===== config.mk =====
export PLATFORM = sky130hd
export DESIGN_NAME = prog_loader_imem
export DESIGN_NICKNAME = d
export VERILOG_FILES = /design/src/rtl/prog_loader_imem.sv
export SDC_FILE = /design/constraint.sdc
export NUM_CORES = 2
export LEC_CHECK = 0
export CAP_MARGIN = 15
export CORE_UTILIZATION = 30
export DETAILED_ROUTE_END_ITERATION = 7
export PLACE_DENSITY = 0.51
export SETUP_SLACK_MARGIN = 0.15
export SLEW_MARGIN = 25
export SYNTH_ARGS = -nofsm -noshare
export SYNTH_HDL_FRONTEND = slang
export SYNTH_SLANG_ARGS = --single-unit

===== constraint.sdc =====
create_clock -name clk -period 5 [get_ports clk]
set_input_delay 1.25 -clock clk [delete_from_list [all_inputs] [get_ports clk]]
set_output_delay 1.25 -clock clk [all_outputs]
set_load 0.005 [all_outputs]

===== src/rtl/prog_loader_imem.sv =====
// Byte-stream program loader for a CPU instruction memory: a header byte gives the word
// count, then each word arrives high byte first; the CPU is released once the last word lands.
//  state | meaning
//  IDLE  | after reset, waiting for load_start
//  HDR   | waiting for word-count byte
//  HI    | waiting for high byte of next word
//  LO    | waiting for low byte; writes the word
//  RUN   | program loaded, CPU running and fetching
module prog_loader_imem #(
    parameter int W  = 16,
    parameter int AW = W - 8
) (
    input  logic          clk,
    input  logic          reset,
    input  logic          load_start,
    input  logic [7:0]    in_byte,
    input  logic          in_valid,
    output logic          in_ready,
    input  logic [AW-1:0] fetch_addr,
    output logic [W-1:0]  fetch_data,
    output logic          cpu_rst,
    output logic [AW:0]   words_loaded,
    output logic          busy
);
    localparam int unsigned DEPTH = 1 << AW;

    typedef enum logic [2:0] {S_IDLE, S_HDR, S_HI, S_LO, S_RUN} state_t;

    state_t        state_q, state_d;
    logic [AW:0]   n_q, n_d;
    logic [7:0]    hi_q, hi_d;
    logic [AW:0]   words_loaded_q, words_loaded_d;
    logic          cpu_rst_q, cpu_rst_d;
    logic [W-1:0]  fetch_data_q, fetch_data_d;
    logic          accept;
    logic          mem_we;
    logic [AW:0]   hdr_n;
    logic [31:0]   hdr_full;
    logic [AW:0]   wl_inc;
    logic [W-1:0]  mem [DEPTH];

    assign in_ready     = (state_q == S_HDR) || (state_q == S_HI) || (state_q == S_LO);
    assign busy         = in_ready;
    assign accept       = in_valid && in_ready;
    assign cpu_rst      = cpu_rst_q;
    assign fetch_data   = fetch_data_q;
    assign words_loaded = words_loaded_q;
    assign wl_inc       = words_loaded_q + (AW+1)'(1);

    // Header 0 means 256 words; narrow memories clamp to their depth.
    always_comb begin
        hdr_full = (in_byte == 8'd0) ? 32'd256 : {24'd0, in_byte};
        if (hdr_full > DEPTH) hdr_full = DEPTH;
        hdr_n = (AW+1)'(hdr_full);
    end

    always_comb begin
        state_d        = state_q;
        n_d            = n_q;
        hi_d           = hi_q;
        words_loaded_d = words_loaded_q;
        mem_we         = 1'b0;
        case (state_q)
            S_IDLE, S_RUN: begin
                if (load_start) begin
                    state_d        = S_HDR;
                    words_loaded_d = '0;
                end
            end
            S_HDR: begin
                if (accept) begin
                    n_d     = hdr_n;
                    state_d = S_HI;
                end
            end
            S_HI: begin
                if (accept) begin
                    hi_d    = in_byte;
                    state_d = S_LO;
                end
            end
            S_LO: begin
                if (accept) begin
                    mem_we         = 1'b1;
                    words_loaded_d = wl_inc;
                    state_d        = (wl_inc == n_q) ? S_RUN : S_HI;
                end
            end
            default: state_d = S_IDLE;
        endcase
        cpu_rst_d    = (state_d != S_RUN);
        fetch_data_d = (state_q == S_RUN) ? mem[fetch_addr] : '0;
    end

    always_ff @(posedge clk or posedge reset) begin
        if (reset) begin
            state_q        <= S_IDLE;
            n_q            <= '0;
            hi_q           <= '0;
            words_loaded_q <= '0;
            cpu_rst_q      <= 1'b1;
            fetch_data_q   <= '0;
        end else begin
            state_q        <= state_d;
            n_q            <= n_d;
            hi_q           <= hi_d;
            words_loaded_q <= words_loaded_d;
            cpu_rst_q      <= cpu_rst_d;
            fetch_data_q   <= fetch_data_d;
        end
    end

    // Memory survives reset so an abandoned load keeps the words it already wrote.
    always_ff @(posedge clk) begin
        if (mem_we) mem[words_loaded_q[AW-1:0]] <= W'({hi_q, in_byte});
    end

endmodule

==> results.sh <==
export IMPL_status="finished clean"
export IMPL_setup_viol=0
export IMPL_rrSetupSlack_ns=0.97
export IMPL_clkLatencyLatePin_ns=1.02
export IMPL_dp_hpwl_um=311000
export IMPL_core_mm2=0.529
export IMPL_clock_root_buffer="clkbuf_16"
export IMPL_slew_viol_final=0
export IMPL_fin_area_mm2=0.187
export IMPL_cts_tree="done"
export IMPL_ant_nets=0
export IMPL_switching_share_pct=24.4
export IMPL_io_pins=48
export IMPL_nFillCells=49000
export IMPL_synth_area_leader_cell="edfxtp_1"
export IMPL_synthArstFlopShare_pct=1.11
export IMPL_hold_viol=0
export IMPL_yosysTopAreaCellShare_pct=77.1
export IMPL_start_util_pct=30.2
export IMPL_drt_iter0_drc=10300
export IMPL_final_setup_skew_ns=0.0716
export IMPL_cts_sinks=4142
export IMPL_ys_seq_elements=4142
export IMPL_worst_ep_required_time_ns=5.85
export IMPL_antenna_found_initial=28
export IMPL_row_count=267
export IMPL_ys_warn_count=0
export IMPL_grt_overflow=0
export IMPL_worst_slew_pin_slew_ns=1.19
export IMPL_grt_start_max_net_pins=173
export IMPL_die_h_um=731
export IMPL_start_kind="input port"
export IMPL_syn_nets=7524
export IMPL_multi_input_area_mm2=0.0327
export IMPL_place_congestion=0.881
export IMPL_seq_area_mm2=0.124
export IMPL_synth_area_leaders="edfxtp_1 (77%), mux4_2 (11%), mux2i_1 (2.8%), nor2_1 (0.84%), o221ai_1 (0.81%)"
export IMPL_critPathMaxFanout=16
export IMPL_synth_edf_count=4096
export IMPL_dr_pass1_iters=5
export IMPL_die_w_um=731
export IMPL_clkPwrFrac_pct=39.6
export IMPL_drv_cap=0
export IMPL_p_int_uw=61100
export IMPL_syn_to_final_growth_pct=17.3
export IMPL_fin_crit_ns=4.70
export IMPL_grt_pass1_vias=81900
export IMPL_viasPerCell=5.26
export IMPL_htreeDepth=5
export IMPL_dp_cells=14900
export IMPL_synth_top_flop_cell="edfxtp_1"
export IMPL_track_usage_pct=17.9
export IMPL_fin_nets=8314
export IMPL_port_buffers=47
export IMPL_drive_gt1_share_pct=26.6
export IMPL_cts_resized=0
export IMPL_dieArea_mm2=0.535
export IMPL_cts_buffer_depth=4
export IMPL_switchingPower_uw=19700
export IMPL_synth_area_mm2=0.160
export IMPL_placedInstanceArea_mm2=0.173
export IMPL_rsz0062_at_grt="false"
export IMPL_power_share_sequential_pct=51.5
export IMPL_drc_errors=0
export IMPL_syn_area_per_cell_um2=21.3
export IMPL_cp_arrival_ns=5.56
export IMPL_fin_crit_sh_pct=94.1
export IMPL_p_per_area_mw_per_mm2=432
export IMPL_cp_end_kind="register"
export IMPL_syn_instance_count=7500
export IMPL_detail_route_wl_per_cell_um=31.3
export IMPL_slew_limit_headroom_pct=20.6
export IMPL_drt_total_wl_um=490000
export IMPL_ys_seq_area_share_pct=77.8
export IMPL_synth_cell_types=68
export IMPL_max_freq_mhz=213
export IMPL_cts_setup_buffers=0
export IMPL_crit_type="input port to register"
export IMPL_vdd_drop_max_uv=661
export IMPL_via_count=82300
export IMPL_min_path_type="register to register"
export IMPL_grt_pass1_wl_um=675000
export IMPL_holdBufCountCts=0
export IMPL_clk_pin_slew_worst_paths_ns=0.06
export IMPL_stdcell_count=15600
export IMPL_cts_made_buffers=425
export IMPL_cellLeakagePower_uw=0.0590
export IMPL_comb_power_share_pct=8.9
## metrics by stage
stage	power [µW]	util [%]	setup TNS [ns]	hold WS (ns)	worst slack, ns
global placement	49300	32.7	-1.78	0.517	-0.707
floorplan	45700	-	0	0.501	1.02
global route	82900	35.4	0	0.547	0.536
finish	80800	35.4	0	0.530	0.296
detailed placement	49600	32.7	-0.928	0.522	-0.430
CTS	81400	35.3	0	0.536	0.606
## path summary, 6_finish.rpt
path,start,endpoint,cells past startpoint
setup reg to reg,words_loaded[2],mem[167][1],5
max in group asynchronous,reset,cpu_rst,3
setup / recovery,fetch_addr[6],fetch_data[7],11
min in group asynchronous,reset,hi_q[2],2
hold / removal,n_q[5],n_q[5],1
hold reg to reg,n_q[5],n_q[5],1
## Yosys cell counts (15+ instances only)
master,number
edfxtp_1,4096
mux4_2,802
mux2i_1,452
nor2_1,356
o22ai_1,203
clkbuf_1,169
o221ai_1,148
nand2_1,146
o21ai_0,115
buf_2,92
nor3_1,89
nand3_1,83
a21oi_1,82
a22oi_1,64
buf_6,54
buf_4,53
a211oi_1,51
dfrtp_1,45
nor4_1,45
buf_1,32
nand4_1,31
buf_8,21
a2111oi_0,20
buf_12,20
mux2_2,16
and3_1,15
## worst max-delay path: stages
cell and delay, ns:
clkdlybuf4s50_1 0.45, buf_4 0.29, nor3b_2 0.89, nand2_1 0.56, buf_4 0.35, o22ai_1 0.45
o31ai_1 0.16, o21ai_0 0.37, a31oi_2 0.32, buf_4 0.26, o2bb2ai_1 0.12
## layout by cell type (no fill, tap or decap), drive strengths merged, types with 14 or more instances in the layout
cell	count
nand3	83
a21oi	82
clkinv	197
mux4	816
a2111oi	21
nand4	31
edfxtp	4096
mux2i	452
a22oi	64
mux2	16
dfrtp	45
and3	15
buf	767
o22ai	203
inv	21
o211ai	14
o21bai	14
nor4	45
clkinvlp	16
nor3	89
bufinv	53
nand2	146
nor2	356
a211oi	52
o21ai	129
o221ai	154
clkdlybuf4s50	35
clkbuf	504
## logic make-up after synthesis
logic type,count (synthesis),share of synthesized area (%)
flops,4142,77.8
simple gates,817,2.31
compound gates,791,3.42
mux,1284,14.5
xor+xnor,14,0.0768
fa+ha+maj,4,0.0314
buf+inv,448,1.86
## final cells by class
| class | instances | area share [%] |
|---|---|---|
| antenna | 8 | 0.0107 |
| clock buffer | 502 | 5.90 |
| clock inverter | 280 | 1.55 |
| inverter | 7 | 0.0174 |
| multi-input combinational | 2910 | 17.5 |
| sequential | 4142 | 66.4 |
| tap | 6994 | 4.68 |
| timing repair buffer | 804 | 4.00 |
## sequential cells by signal, indices dropped and copies added (netlist names)
name,count
cpu_rst,1
fetch_data,16
hi_q,8
mem,4096
n_q,9
state_q,3
words_loaded,9
## metal layers
layer | global-route usage, % | vias to the layer above | part of all wire (%)
met5 | 0 | - | 0.0055
met4 | 5.21 | 4 | 3.2
met3 | 3.20 | 630 | 7.9
met2 | 28.5 | 3534 | 47
met1 | 25.2 | 44800 | 42
li1 | - | 33300 | -
## power groups by stage
stage / Clock [µW] / Combinational, µW / Sequential [µW]
3_3_place_gp: 0 / 7010 / 42300
2_1_floorplan: 0 / 2090 / 43600
4_1_cts: 32500 / 7270 / 41600
6_report: 32000 / 7210 / 41600
5_1_grt: 33800 / 7490 / 41600
3_5_place_dp: 0 / 7260 / 42300
No activity file was read; power rests on OpenSTA's default activity.
